File: config.mk
export PLATFORM = sky130hd
export DESIGN_NAME = spi_bootload_host
export DESIGN_NICKNAME = d
export VERILOG_FILES = /design/src/rtl/spi_bootload_host.sv
export SDC_FILE = /design/constraint.sdc
export NUM_CORES = 1
export LEC_CHECK = 0
export CAP_MARGIN = 15
export CELL_PAD_IN_SITES_DETAIL_PLACEMENT = 2
export CELL_PAD_IN_SITES_GLOBAL_PLACEMENT = 2
export CORE_MARGIN = 10
export CORE_UTILIZATION = 38
export CTS_BUF_LIST = sky130_fd_sc_hd__clkbuf_8
export DETAILED_ROUTE_END_ITERATION = 12
export DONT_BUFFER_PORTS = 1
export GPL_ROUTABILITY_DRIVEN = 0
export PLACE_DENSITY_LB_ADDON = 0.05
export SYNTH_ARGS = -nofsm -noshare
export SYNTH_HDL_FRONTEND = slang
export SYNTH_SLANG_ARGS = --single-unit
File: constraint.sdc
create_clock -name clk_i -period 2.3 [get_ports clk_i]
set_input_delay 0.23 -clock clk_i [delete_from_list [all_inputs] [get_ports clk_i]]
set_output_delay 0.23 -clock clk_i [all_outputs]
set_load 0.01 [all_outputs]
File: src/rtl/spi_bootload_host.sv
// Byte-link command bridge to the SPI bootloader register port.
// Decodes write/read headers, issues single-cycle accesses and returns status/data bytes.
module spi_bootload_host #(
    parameter int unsigned TIMEOUT = 400000000
) (
    input  logic        clk_i,
    input  logic        rst_b_i,
    input  logic [7:0]  rx_dat_i,
    input  logic        rx_valid_i,
    output logic        rx_ready_o,
    output logic [7:0]  tx_dat_o,
    output logic        tx_valid_o,
    input  logic        tx_ready_i,
    output logic [1:0]  adr_o,
    output logic [15:0] dat_o,
    input  logic [15:0] dat_i,
    output logic        en_o,
    output logic        wr_o,
    input  logic        dat_valid_i,
    output logic        busy_o
);

    typedef enum logic [3:0] {
        IDLE,
        GET_HI,
        GET_LO,
        ISSUE,
        WAIT_RD,
        SEND_ACK,
        SEND_ERR,
        SEND_ST,
        SEND_HI,
        SEND_LO
    } state_t;

    localparam logic [31:0] CNT_LAST = 32'(TIMEOUT - 1);
    localparam logic [7:0]  RSP_ACK  = 8'hA5;
    localparam logic [7:0]  RSP_ST   = 8'h5A;
    localparam logic [7:0]  RSP_BAD  = 8'hE1;
    localparam logic [7:0]  RSP_TMO  = 8'hEE;

    state_t      state_q, state_d;
    logic        rx_ready_q, rx_ready_d;
    logic [1:0]  hdr_adr_q, hdr_adr_d;
    logic [7:0]  hi_q, hi_d;
    logic        wr_q, wr_d;
    logic [1:0]  adr_q, adr_d;
    logic [15:0] dat_q, dat_d;
    logic [15:0] rd_q, rd_d;
    logic [31:0] cnt_q, cnt_d;
    logic        tmo_q, tmo_d;

    logic        rx_fire;
    logic        tx_fire;

    always_ff @(posedge clk_i or negedge rst_b_i) begin
        if (!rst_b_i) begin
            state_q    <= IDLE;
            rx_ready_q <= 1'b0;
            hdr_adr_q  <= '0;
            hi_q       <= '0;
            wr_q       <= 1'b0;
            adr_q      <= '0;
            dat_q      <= '0;
            rd_q       <= '0;
            cnt_q      <= '0;
            tmo_q      <= 1'b0;
        end else begin
            state_q    <= state_d;
            rx_ready_q <= rx_ready_d;
            hdr_adr_q  <= hdr_adr_d;
            hi_q       <= hi_d;
            wr_q       <= wr_d;
            adr_q      <= adr_d;
            dat_q      <= dat_d;
            rd_q       <= rd_d;
            cnt_q      <= cnt_d;
            tmo_q      <= tmo_d;
        end
    end

    // Response byte is a pure function of state so it stays stable under backpressure.
    always_comb begin
        tx_valid_o = 1'b0;
        tx_dat_o   = '0;
        case (state_q)
            SEND_ACK: begin
                tx_valid_o = 1'b1;
                tx_dat_o   = RSP_ACK;
            end
            SEND_ERR: begin
                tx_valid_o = 1'b1;
                tx_dat_o   = tmo_q ? RSP_TMO : RSP_BAD;
            end
            SEND_ST: begin
                tx_valid_o = 1'b1;
                tx_dat_o   = RSP_ST;
            end
            SEND_HI: begin
                tx_valid_o = 1'b1;
                tx_dat_o   = rd_q[15:8];
            end
            SEND_LO: begin
                tx_valid_o = 1'b1;
                tx_dat_o   = rd_q[7:0];
            end
            default: begin
                tx_valid_o = 1'b0;
                tx_dat_o   = '0;
            end
        endcase
    end

    assign rx_fire = rx_valid_i & rx_ready_q;
    assign tx_fire = tx_valid_o & tx_ready_i;

    always_comb begin
        state_d   = state_q;
        hdr_adr_d = hdr_adr_q;
        hi_d      = hi_q;
        wr_d      = wr_q;
        adr_d     = adr_q;
        dat_d     = dat_q;
        rd_d      = rd_q;
        cnt_d     = cnt_q;
        tmo_d     = tmo_q;

        case (state_q)
            IDLE: begin
                if (rx_fire) begin
                    if (rx_dat_i[6:2] != 5'd0) begin
                        tmo_d   = 1'b0;
                        state_d = SEND_ERR;
                    end else if (rx_dat_i[7]) begin
                        hdr_adr_d = rx_dat_i[1:0];
                        state_d   = GET_HI;
                    end else begin
                        wr_d    = 1'b0;
                        adr_d   = rx_dat_i[1:0];
                        state_d = ISSUE;
                    end
                end
            end
            GET_HI: begin
                if (rx_fire) begin
                    hi_d    = rx_dat_i;
                    state_d = GET_LO;
                end
            end
            // Access outputs load only on entry to ISSUE so they hold between strobes.
            GET_LO: begin
                if (rx_fire) begin
                    wr_d    = 1'b1;
                    adr_d   = hdr_adr_q;
                    dat_d   = {hi_q, rx_dat_i};
                    state_d = ISSUE;
                end
            end
            ISSUE: begin
                if (wr_q) begin
                    state_d = SEND_ACK;
                end else begin
                    cnt_d   = '0;
                    state_d = WAIT_RD;
                end
            end
            WAIT_RD: begin
                if (cnt_q != '1) begin
                    cnt_d = cnt_q + 32'd1;
                end
                if (dat_valid_i) begin
                    rd_d    = dat_i;
                    state_d = SEND_ST;
                end else if (cnt_q == CNT_LAST) begin
                    tmo_d   = 1'b1;
                    state_d = SEND_ERR;
                end
            end
            SEND_ACK, SEND_ERR, SEND_LO: begin
                if (tx_fire) begin
                    state_d = IDLE;
                end
            end
            SEND_ST: begin
                if (tx_fire) begin
                    state_d = SEND_HI;
                end
            end
            SEND_HI: begin
                if (tx_fire) begin
                    state_d = SEND_LO;
                end
            end
            default: begin
                state_d = IDLE;
            end
        endcase
    end

    // Registered from next state: low throughout reset, high on the first edge after.
    assign rx_ready_d = (state_d == IDLE) || (state_d == GET_HI) || (state_d == GET_LO);

    assign rx_ready_o = rx_ready_q;
    assign en_o       = (state_q == ISSUE);
    assign wr_o       = wr_q;
    assign adr_o      = adr_q;
    assign dat_o      = dat_q;
    assign busy_o     = (state_q != IDLE);

endmodule

==> impl_metrics.env, run 1 <==
export IMPL_coreArea_mm2=0.0110
export IMPL_layout_drive_gt1_share=0.301
export IMPL_grt_pass1_wl_um=23900
export IMPL_grt_use_total=0.182
export IMPL_synthesis_area_mm2=0.00432
export IMPL_max_cap_violations=0
export IMPL_maxSlewHeadroom=0.634
export IMPL_hold_depth=1
export IMPL_rows=38
export IMPL_hold_viol=0
export IMPL_wl_per_cell_um=22.7
export IMPL_top_usage_layer="met2"
export IMPL_synthMuxAreaShare=0.121
export IMPL_clk_pin_slew_worst_paths_ns=0.09
export IMPL_fin_hold_ws_ns=0.0202
export IMPL_clk_path_buf_depth=2
export IMPL_syn2layout_area_growth_pct=26.4
export IMPL_cts_buffers=9
export IMPL_ys_seq_area_frac=0.481
export IMPL_route_vias_total=3807
export IMPL_power_leakage_nw=2.32
export IMPL_vias_per_cell=5.90
export IMPL_io_pin_count=60
export IMPL_synth_compound_area_frac=0.145
export IMPL_initial_utilization=0.393
export IMPL_drc_errors=0
export IMPL_violations="setup timing"
export IMPL_ir_drop_mv=0.539
export IMPL_routed_wl_um=14700
export IMPL_grt_use_met3=0.0400
export IMPL_grt_pass1_vias=4173
export IMPL_final_nets=530
export IMPL_grt_ovfl_total=0
export IMPL_crit_fanout=5
export IMPL_worst_path_buf_inv=0
export IMPL_period_needed_ns=2.35
export IMPL_tightest_slew_ns=0.543
export IMPL_dpl_instance_area_mm2=0.00486
export IMPL_fin_cells=645
export IMPL_drv_slew=0
export IMPL_setup_ws_ns=-0.0468
export IMPL_htree_num_levels=3
export IMPL_cpPeakStageDelay_ns=0.58
export IMPL_portBuffers=0
export IMPL_ys_types=57
export IMPL_antenna_found_initial=0
export IMPL_antenna_cells=0
export IMPL_layout_common_cells="dfrtp_1 (82), buf_4 (59), nand2_1 (43)"
export IMPL_drt_iter0_drc=184
export IMPL_fin_skew_ns=0.00868
export IMPL_fp_dieW_um=127
export IMPL_setup_worst_path_class="reg -> reg"
export IMPL_cts_sinks=83
export IMPL_path_depth=5
export IMPL_end_kind="register"
export IMPL_rsz0062_at_grt="yes"
export IMPL_synth_edf_count=0
export IMPL_avgSynthCellArea_um2=10.3
export IMPL_clk_latency_ns=0.38
export IMPL_rr_worst_depth=5
export IMPL_hpwl_um=9960
export IMPL_rrSetupSlack_ns=-0.05
export IMPL_synth_warning_count=0
export IMPL_cp_start_kind="register"
export IMPL_path_delay_family="simple AND/OR/NAND/NOR gates"
export IMPL_final_common_cell="dfrtp_1"
export IMPL_syn_nets=450
export IMPL_yosys_area_share_simple=0.226
export IMPL_outcome="finished with violations"
export IMPL_grtUsageMet1=0.238
export IMPL_synth_top_family_by_area="simple AND/OR/NAND/NOR gates"
export IMPL_cp_slowest_cell="or4_4"
export IMPL_synthCells=420
export IMPL_crit_arrival_ns=2.65
export IMPL_cpMostUsedCell="or4_4"
export IMPL_ys_flop_type="dfrtp_1"
export IMPL_synthAdderAreaFrac=0.00290
export IMPL_placed_cells=596
export IMPL_required_ns=2.60
export IMPL_dr_pass1_iters=4
export IMPL_use_met2=0.293
export IMPL_antenna_left=0
export IMPL_root_buffer="clkbuf_8"
export IMPL_die_h_um=127
export IMPL_clock_fmax_mhz=426
export IMPL_p_total_mw=5.47
export IMPL_fin_setup_tns_ns=-0.0789
export IMPL_post_route_period_util=1.02
export IMPL_synthXorXnorAreaFrac=0
export IMPL_hold_path_class="in -> reg"
export IMPL_path_cells="nand4_4 -> or4_4 -> or4_4 -> or4_1 -> a21oi_2"
export IMPL_synth_seq_cells=83
export IMPL_cts_tree="built"
export IMPL_grt_max_degree=84
export IMPL_synthArstFlopShare=1.00
export IMPL_fin_area_mm2=0.00546
export IMPL_setup_violations=3
export IMPL_pwr_density_cell_mw_per_mm2=1000
export IMPL_die_area_mm2=0.0160
timing repair:
item,in CTS,in global routing
setup buffers,4,2
hold endpoints to repair,116,0
gates resized for setup,10,16
hold buffers,26,0
setup endpoints to repair,16,26
pin swaps,0,6
gates cloned,0,1
path summary, 6_finish.rpt:
check                                startpoint                  endpoint
max                        cnt_q[6]$_DFFE_PN0P_     cnt_q[27]$_DFFE_PN0P_
min                                 rx_dat_i[1]  hdr_adr_q[1]$_DFFE_PN0P_
max reg2reg                cnt_q[6]$_DFFE_PN0P_     cnt_q[27]$_DFFE_PN0P_
min reg2reg                 hi_q[7]$_DFFE_PN0P_     dat_o[15]$_DFFE_PN0P_
max in group asynchronous               rst_b_i     cnt_q[30]$_DFFE_PN0P_
min in group asynchronous               rst_b_i      cnt_q[2]$_DFFE_PN0P_
state kept, by name (all words and copies together) (netlist names):
signal and cells:
rx_ready_o 1, state_q 4, adr_o 2, dat_o 16, wr_o 1, tmo_q 1
hdr_adr_q 2, hi_q 8, cnt_q 32, rd_q 16
per-stage QoR:
stage / util / setup WS [ns]
2_1_floorplan: - / 0.0134
3_3_place_gp: 0.442 / 0.0241
3_5_place_dp: 0.442 / -0.0598
4_1_cts: 0.491 / -0.00621
5_1_grt: 0.497 / -0.0987
6_report: 0.497 / -0.0468
synthesized netlist by cell type (6+ instances only):
cell	instances	area share
nor3_1	7	0.0081
or4_1	12	0.021
nor4_1	8	0.012
nand3_1	17	0.020
mux2_2	42	0.11
dfrtp_1	83	0.48
o31ai_1	10	0.017
nand4_1	7	0.010
or3_1	10	0.014
nand2_1	44	0.038
o21ai_0	32	0.037
a21o_1	6	0.010
nand2b_1	6	0.0087
clkbuf_1	14	0.012
nor2_1	15	0.013
a21oi_1	23	0.027
final cells by class:
class                           count  area, um^2
Clock inverter                      6        55.1
Tap cell                          140         175
Clock buffer                       10         138
Multi-Input combinational cell    315        2210
Timing Repair Buffer               90         795
Sequential cell                    83        2080
Inverter                            1        3.75
Fill cell                        1119        5520
metal layers:
layer	part of all wire	wire length, um
met3	0.050	729
met5	0	0
met2	0.48	7110
met1	0.45	6660
met4	0.012	170
kinds of logic (layout without fill, tap and decap cells):
| family | count (synthesis) | count (layout) |
|---|---|---|
| buffers and inverters | 22 | 107 |
| adders and majority gates | 1 | 1 |
| DFF | 83 | 83 |
| AOI/OAI and AO/OA | 100 | 100 |
| and+or+nand+nor | 167 | 167 |
| muxes | 47 | 47 |
where the power goes:
group | switching, mW | total [mW] | leakage, nW | internal [mW]
clock | 0.629 | 1.07 | 0.0998 | 0.445
sequential | 0.360 | 2.24 | 1.08 | 1.88
combinational | 1.18 | 2.15 | 1.14 | 0.974
total | 2.17 | 5.47 | 2.32 | 3.30
Note: power is estimated with default switching activity, not from simulation.
==> run 2: changes to the inputs <==
PLACE_DENSITY = 0.77   (was not set)
PLACE_DENSITY_LB_ADDON = not set   (was 0.05)
SLEW_MARGIN = 20   (was not set)
==> impl_metrics.env, run 2 (synthesis results as in run 1) <==
export IMPL_nFillCells=1102
export IMPL_end_kind="output pin"
export IMPL_cts_tree="built"
export IMPL_cp_slowest_cell="dfrtp_1"
export IMPL_outcome="finished with violations"
export IMPL_cp_start_kind="register"
export IMPL_grt_pass1_wl_um=25800
export IMPL_cts_sinks=83
export IMPL_path_delay_family="compound AO/OA/AOI/OAI gates"
export IMPL_crit_start="state_q[2]$_DFF_PN0_"
export IMPL_clk_latency_ns=0.40
export IMPL_route_vias_total=4025
export IMPL_hpwl_um=10300
export IMPL_drv_slew=0
export IMPL_hold_path_class="in -> reg"
export IMPL_vias_per_cell=6.24
export IMPL_hold_viol=0
export IMPL_layout_drive_gt1_share=0.337
export IMPL_cpPeakStageDelay_ns=0.45
export IMPL_initial_utilization=0.393
export IMPL_setup_ws_ns=-0.0781
export IMPL_die_area_mm2=0.0160
export IMPL_layout_common_cells="dfrtp_1 (82), buf_4 (61), mux2_2 (42)"
export IMPL_die_h_um=127
export IMPL_clk_path_buf_depth=2
export IMPL_worst_path_buf_inv=3
export IMPL_finish_utilization=0.505
export IMPL_rsz0062_at_grt="yes"
export IMPL_power_leakage_nw=2.34
export IMPL_htree_num_levels=3
export IMPL_antenna_left=0
export IMPL_setup_violations=6
export IMPL_post_route_period_util=1.03
export IMPL_max_cap_violations=0
export IMPL_wl_per_cell_um=28.2
export IMPL_largest_register="cnt_q"
export IMPL_setup_worst_path_class="reg -> out"
export IMPL_crit_fanout=12
export IMPL_syn2layout_area_growth_pct=28.6
export IMPL_grt_use_total=0.200
export IMPL_grt_max_degree=84
export IMPL_coreArea_mm2=0.0110
export IMPL_crit_arrival_ns=2.15
export IMPL_clk_pin_slew_worst_paths_ns=0.11
export IMPL_antenna_cells=0
export IMPL_root_buffer="clkbuf_8"
export IMPL_antenna_found_initial=0
export IMPL_grt_pass1_vias=4442
export IMPL_fin_skew_ns=0.0191
export IMPL_fp_dieW_um=127
export IMPL_r2r_start="cnt_q[11]$_DFFE_PN0P_"
export IMPL_grt_ovfl_total=0
export IMPL_required_ns=2.07
export IMPL_seq_area_mm2=0.00208
export IMPL_dr_pass1_iters=4
export IMPL_portBuffers=0
export IMPL_routed_wl_um=18200
export IMPL_ir_drop_mv=0.725
export IMPL_drt_iter0_drc=351
export IMPL_final_nets=530
export IMPL_drc_errors=0
export IMPL_pwr_density_cell_mw_per_mm2=1060
export IMPL_cts_buffers=9
export IMPL_hp_start="dat_i[4]"
export IMPL_tightest_slew_ns=0.678
export IMPL_violations="setup timing"
export IMPL_io_pin_count=60
export IMPL_multiInputGateArea_mm2=0.00232
export IMPL_final_common_cell="dfrtp_1"
export IMPL_rows=38
export IMPL_period_needed_ns=2.38
export IMPL_maxSlewHeadroom=0.543
export IMPL_p_total_mw=5.91
export IMPL_path_cells="buf_6 -> nor2b_2 -> buf_4 -> a21o_1 -> a22oi_2 -> o32ai_4 -> buf_4"
export IMPL_largest_reg_flops=32
export IMPL_cpMostUsedCell="buf_4"
export IMPL_clock_fmax_mhz=421
[run 2: power by group]
group	total, mW	switching (mW)	leakage (nW)	internal [mW]
Clock	1.13	0.703	0.0937	0.427
Combinational	2.49	1.45	1.17	1.04
Sequential	2.29	0.406	1.08	1.88
[run 2: per-layer routing]
| layer | vias to the layer above | wire length, um | global-route usage |
|---|---|---|---|
| met4 | 0 | 526 | 0.0824 |
| met2 | 128 | 9680 | 0.356 |
| met3 | 38 | 895 | 0.0408 |
| met1 | 2113 | 7060 | 0.229 |
| met5 | - | 0 | 0 |
| li1 | 1746 | - | - |
[run 2: area by class of cell]
cell class,count,share of cell area
flip-flops and latches,83,0.374
clock buffers,9,0.0223
repair buffers,90,0.140
multi-input cells,315,0.419
inverters,1,0.000676
well taps,140,0.0316
clock inverters,7,0.0124
[run 2: what timing repair did]
action / CTS / global route
endpoints found under the setup margin: 21 / 26
gates resized for setup: 11 / 35
hold buffers: 25 / 1
hold endpoints to repair: 115 / 1
pin swaps: 1 / 10
setup buffers: 3 / 9
[run 2: through the flow]
stage,hold WS (ns),instance area (um^2),TNS [ns],std cells,worst slack (ns)
finish,0.00196,5550,-0.317,645,-0.0781
global route,-0.00171,5550,-1.28,645,-0.185
CTS,0.00114,5310,-0.0107,635,-0.0107
detailed placement,-0.0594,4790,-0.322,591,-0.0868
global placement,-0.0595,4790,0,591,0.00539
floorplan,-0.0656,4320,0,420,0.0134
[run 2: path summary, 6_finish.rpt]
kind                            cells past startpoint                     to  slack (ns)
worst min-delay path                                1    rd_q[4]$_DFFE_PN0P_       0.002
min in group asynchronous                           2    rd_q[5]$_DFFE_PN0P_        0.38
max in group asynchronous                           2  cnt_q[14]$_DFFE_PN0P_        1.52
worst min register to register                      1    hi_q[5]$_DFFE_PN0P_        0.52
worst max register to register                      6  cnt_q[27]$_DFFE_PN0P_       -0.08
worst max-delay path                                7            tx_dat_o[0]       -0.08
==> run 3: changes to the inputs <==
CORE_UTILIZATION = 42   (was 38)
PLACE_DENSITY = 0.8   (was 0.77)
REMOVE_ABC_BUFFERS = 1   (was not set)
clock period = 2.65 ns   (was 2.3 ns; I/O delays follow)
==> impl_metrics.env, run 3 (synthesis results as in run 1) <==
export IMPL_outcome="complete, no violations"
export IMPL_layout_drive_gt1_share=0.213
export IMPL_cp_start_kind="register"
export IMPL_antenna_left=0
export IMPL_grt_ovfl_total=0
export IMPL_clk_latency_ns=0.39
export IMPL_hold_viol=0
export IMPL_hold_path_class="in -> reg"
export IMPL_route_vias_total=3581
export IMPL_largest_reg_flops=32
export IMPL_cts_sinks=83
export IMPL_vias_per_cell=6.28
export IMPL_tightest_slew_ns=0.736
export IMPL_p_clk_frac=0.210
export IMPL_final_common_cell="dfrtp_1"
export IMPL_period_needed_ns=2.47
export IMPL_portBuffers=0
export IMPL_rows=36
export IMPL_root_buffer="clkbuf_8"
export IMPL_grt_pass1_vias=4023
export IMPL_setup_ws_ns=0.175
export IMPL_hpwl_um=9760
export IMPL_wl_per_cell_um=24.7
export IMPL_crit_fanout=9
export IMPL_dr_pass1_iters=4
export IMPL_grt_max_degree=84
export IMPL_endpoint="tx_dat_o[3]"
export IMPL_initial_utilization=0.436
export IMPL_intPower_mw=2.78
export IMPL_rrSetupSlack_ns=0.22
export IMPL_clk_pin_slew_worst_paths_ns=0.09
export IMPL_postCtsSetupBuffers=0
export IMPL_drt_iter0_drc=321
export IMPL_setup_worst_path_class="reg -> out"
export IMPL_syn2layout_area_growth_pct=11.4
export IMPL_pwr_density_cell_mw_per_mm2=961
export IMPL_htree_num_levels=3
export IMPL_r2r_end="rx_ready_o$_DFF_PN0_"
export IMPL_rr_worst_depth=5
export IMPL_post_route_period_util=0.934
export IMPL_dp_slack_ns=0.180
export IMPL_rsz0062_at_grt="no"
export IMPL_fp_dieW_um=121
export IMPL_routed_wl_um=14100
export IMPL_setup_violations=0
export IMPL_crit_start="state_q[2]$_DFF_PN0_"
export IMPL_ir_drop_mv=0.478
export IMPL_drv_slew=0
export IMPL_power_leakage_nw=1.99
export IMPL_clock_fmax_mhz=404
export IMPL_antenna_cells=0
export IMPL_layout_common_cells="dfrtp_1 (83), nand2_1 (44), mux2_2 (42)"
export IMPL_grt_pass1_wl_um=23400
export IMPL_required_ns=2.38
export IMPL_coreArea_mm2=0.00991
export IMPL_end_kind="output pin"
export IMPL_finish_utilization=0.485
export IMPL_seq_power_share=0.427
export IMPL_cts_buffers=9
export IMPL_combPwrFrac=0.363
export IMPL_cts_tree="built"
export IMPL_largest_register="cnt_q"
export IMPL_die_area_mm2=0.0147
export IMPL_antenna_found_initial=0
export IMPL_p_sw_frac=0.398
export IMPL_die_h_um=121
export IMPL_r2r_start="cnt_q[19]$_DFFE_PN0P_"
export IMPL_grt_use_total=0.202
export IMPL_clk_path_buf_depth=2
export IMPL_crit_arrival_ns=2.21
export IMPL_fin_skew_ns=0.0158
export IMPL_io_pin_count=60
export IMPL_max_cap_violations=0
export IMPL_drc_errors=0
export IMPL_final_nets=462
export IMPL_maxSlewHeadroom=0.508
export IMPL_p_switching_mw=1.84
==> run 3: cell types whose count changed in the layout (fill, tap and decap cells not counted), sizes merged <==
cell         change
buf             -44
bufinv           +1
clkbuf           +1
clkinv           +2
clkinvlp         -1
dlygate4sd3     -24
inv              -3
==> run 3: critical path, cell delays in order, from the launching register on <==
cell	delay (ns)
dfrtp_1	0.46
buf_4	0.20
nor2b_1	0.17
buf_4	0.20
nand2_1	0.29
nand2_1	0.09
a221o_1	0.42
==> run 3: how the worst min path moves through the flow <==
stage,start,endpoint,cells past startpoint
3_3_place_gp,rst_b_i,rd_q[12]$_DFFE_PN0P_,0
6_report,rx_dat_i[1],hdr_adr_q[1]$_DFFE_PN0P_,1
5_1_grt,rx_dat_i[1],hdr_adr_q[1]$_DFFE_PN0P_,1
2_1_floorplan,rst_b_i,adr_o[0]$_DFFE_PN0P_,0
4_1_cts,rx_dat_i[1],hdr_adr_q[1]$_DFFE_PN0P_,1
3_5_place_dp,rst_b_i,rd_q[6]$_DFFE_PN0P_,0
==> run 3: layout make-up <==
type / count / area [um^2]
inverters: 1 / 3.75
repair buffers: 22 / 200
fillers: 1037 / 5100
multi-input cells: 315 / 2160
flip-flops and latches: 83 / 2080
well taps: 133 / 166
clock buffers: 10 / 138
clock inverters: 6 / 63.8
==> run 3: what timing repair did <==
action,in CTS,in global routing
hold endpoints to repair,83,0
setup endpoints to repair,0,8
resized for setup,0,3
hold buffers,2,0
==> run 3: power groups by stage <==
stage          Clock (mW)  Combinational (mW)  Sequential (mW)
6_report            0.969                1.68             1.97
5_1_grt              1.04                1.87             2.03
4_1_cts             0.995                1.68             1.98
3_5_place_dp            0                1.62             2.00
3_3_place_gp            0                1.52             1.96
2_1_floorplan           0               0.970             1.95
==> run 3: metrics by stage <==
stage / cell area [um^2] / TNS [ns] / hold slack [ns] / std cells / power (mW)
after floorplan: 4220 / -18.15 / -0.0306 / 399 / 2.92
after global placement: 4560 / 0 / -0.0280 / 552 / 3.47
after detailed placement: 4560 / 0 / -0.0278 / 552 / 3.62
final: 4810 / 0 / 0.0234 / 570 / 4.62
after global routing: 4810 / 0 / 0.00644 / 570 / 4.95
after CTS: 4800 / 0 / 0.00153 / 570 / 4.65
==> run 3: routing by layer <==
metal / track usage / wire length [um] / vias to the layer above
met5: 0 / 0 / -
met3: 0.0465 / 766 / 22
met4: 0.0887 / 333 / 0
met1: 0.241 / 5830 / 1850
met2: 0.339 / 7140 / 92
li1: - / - / 1617
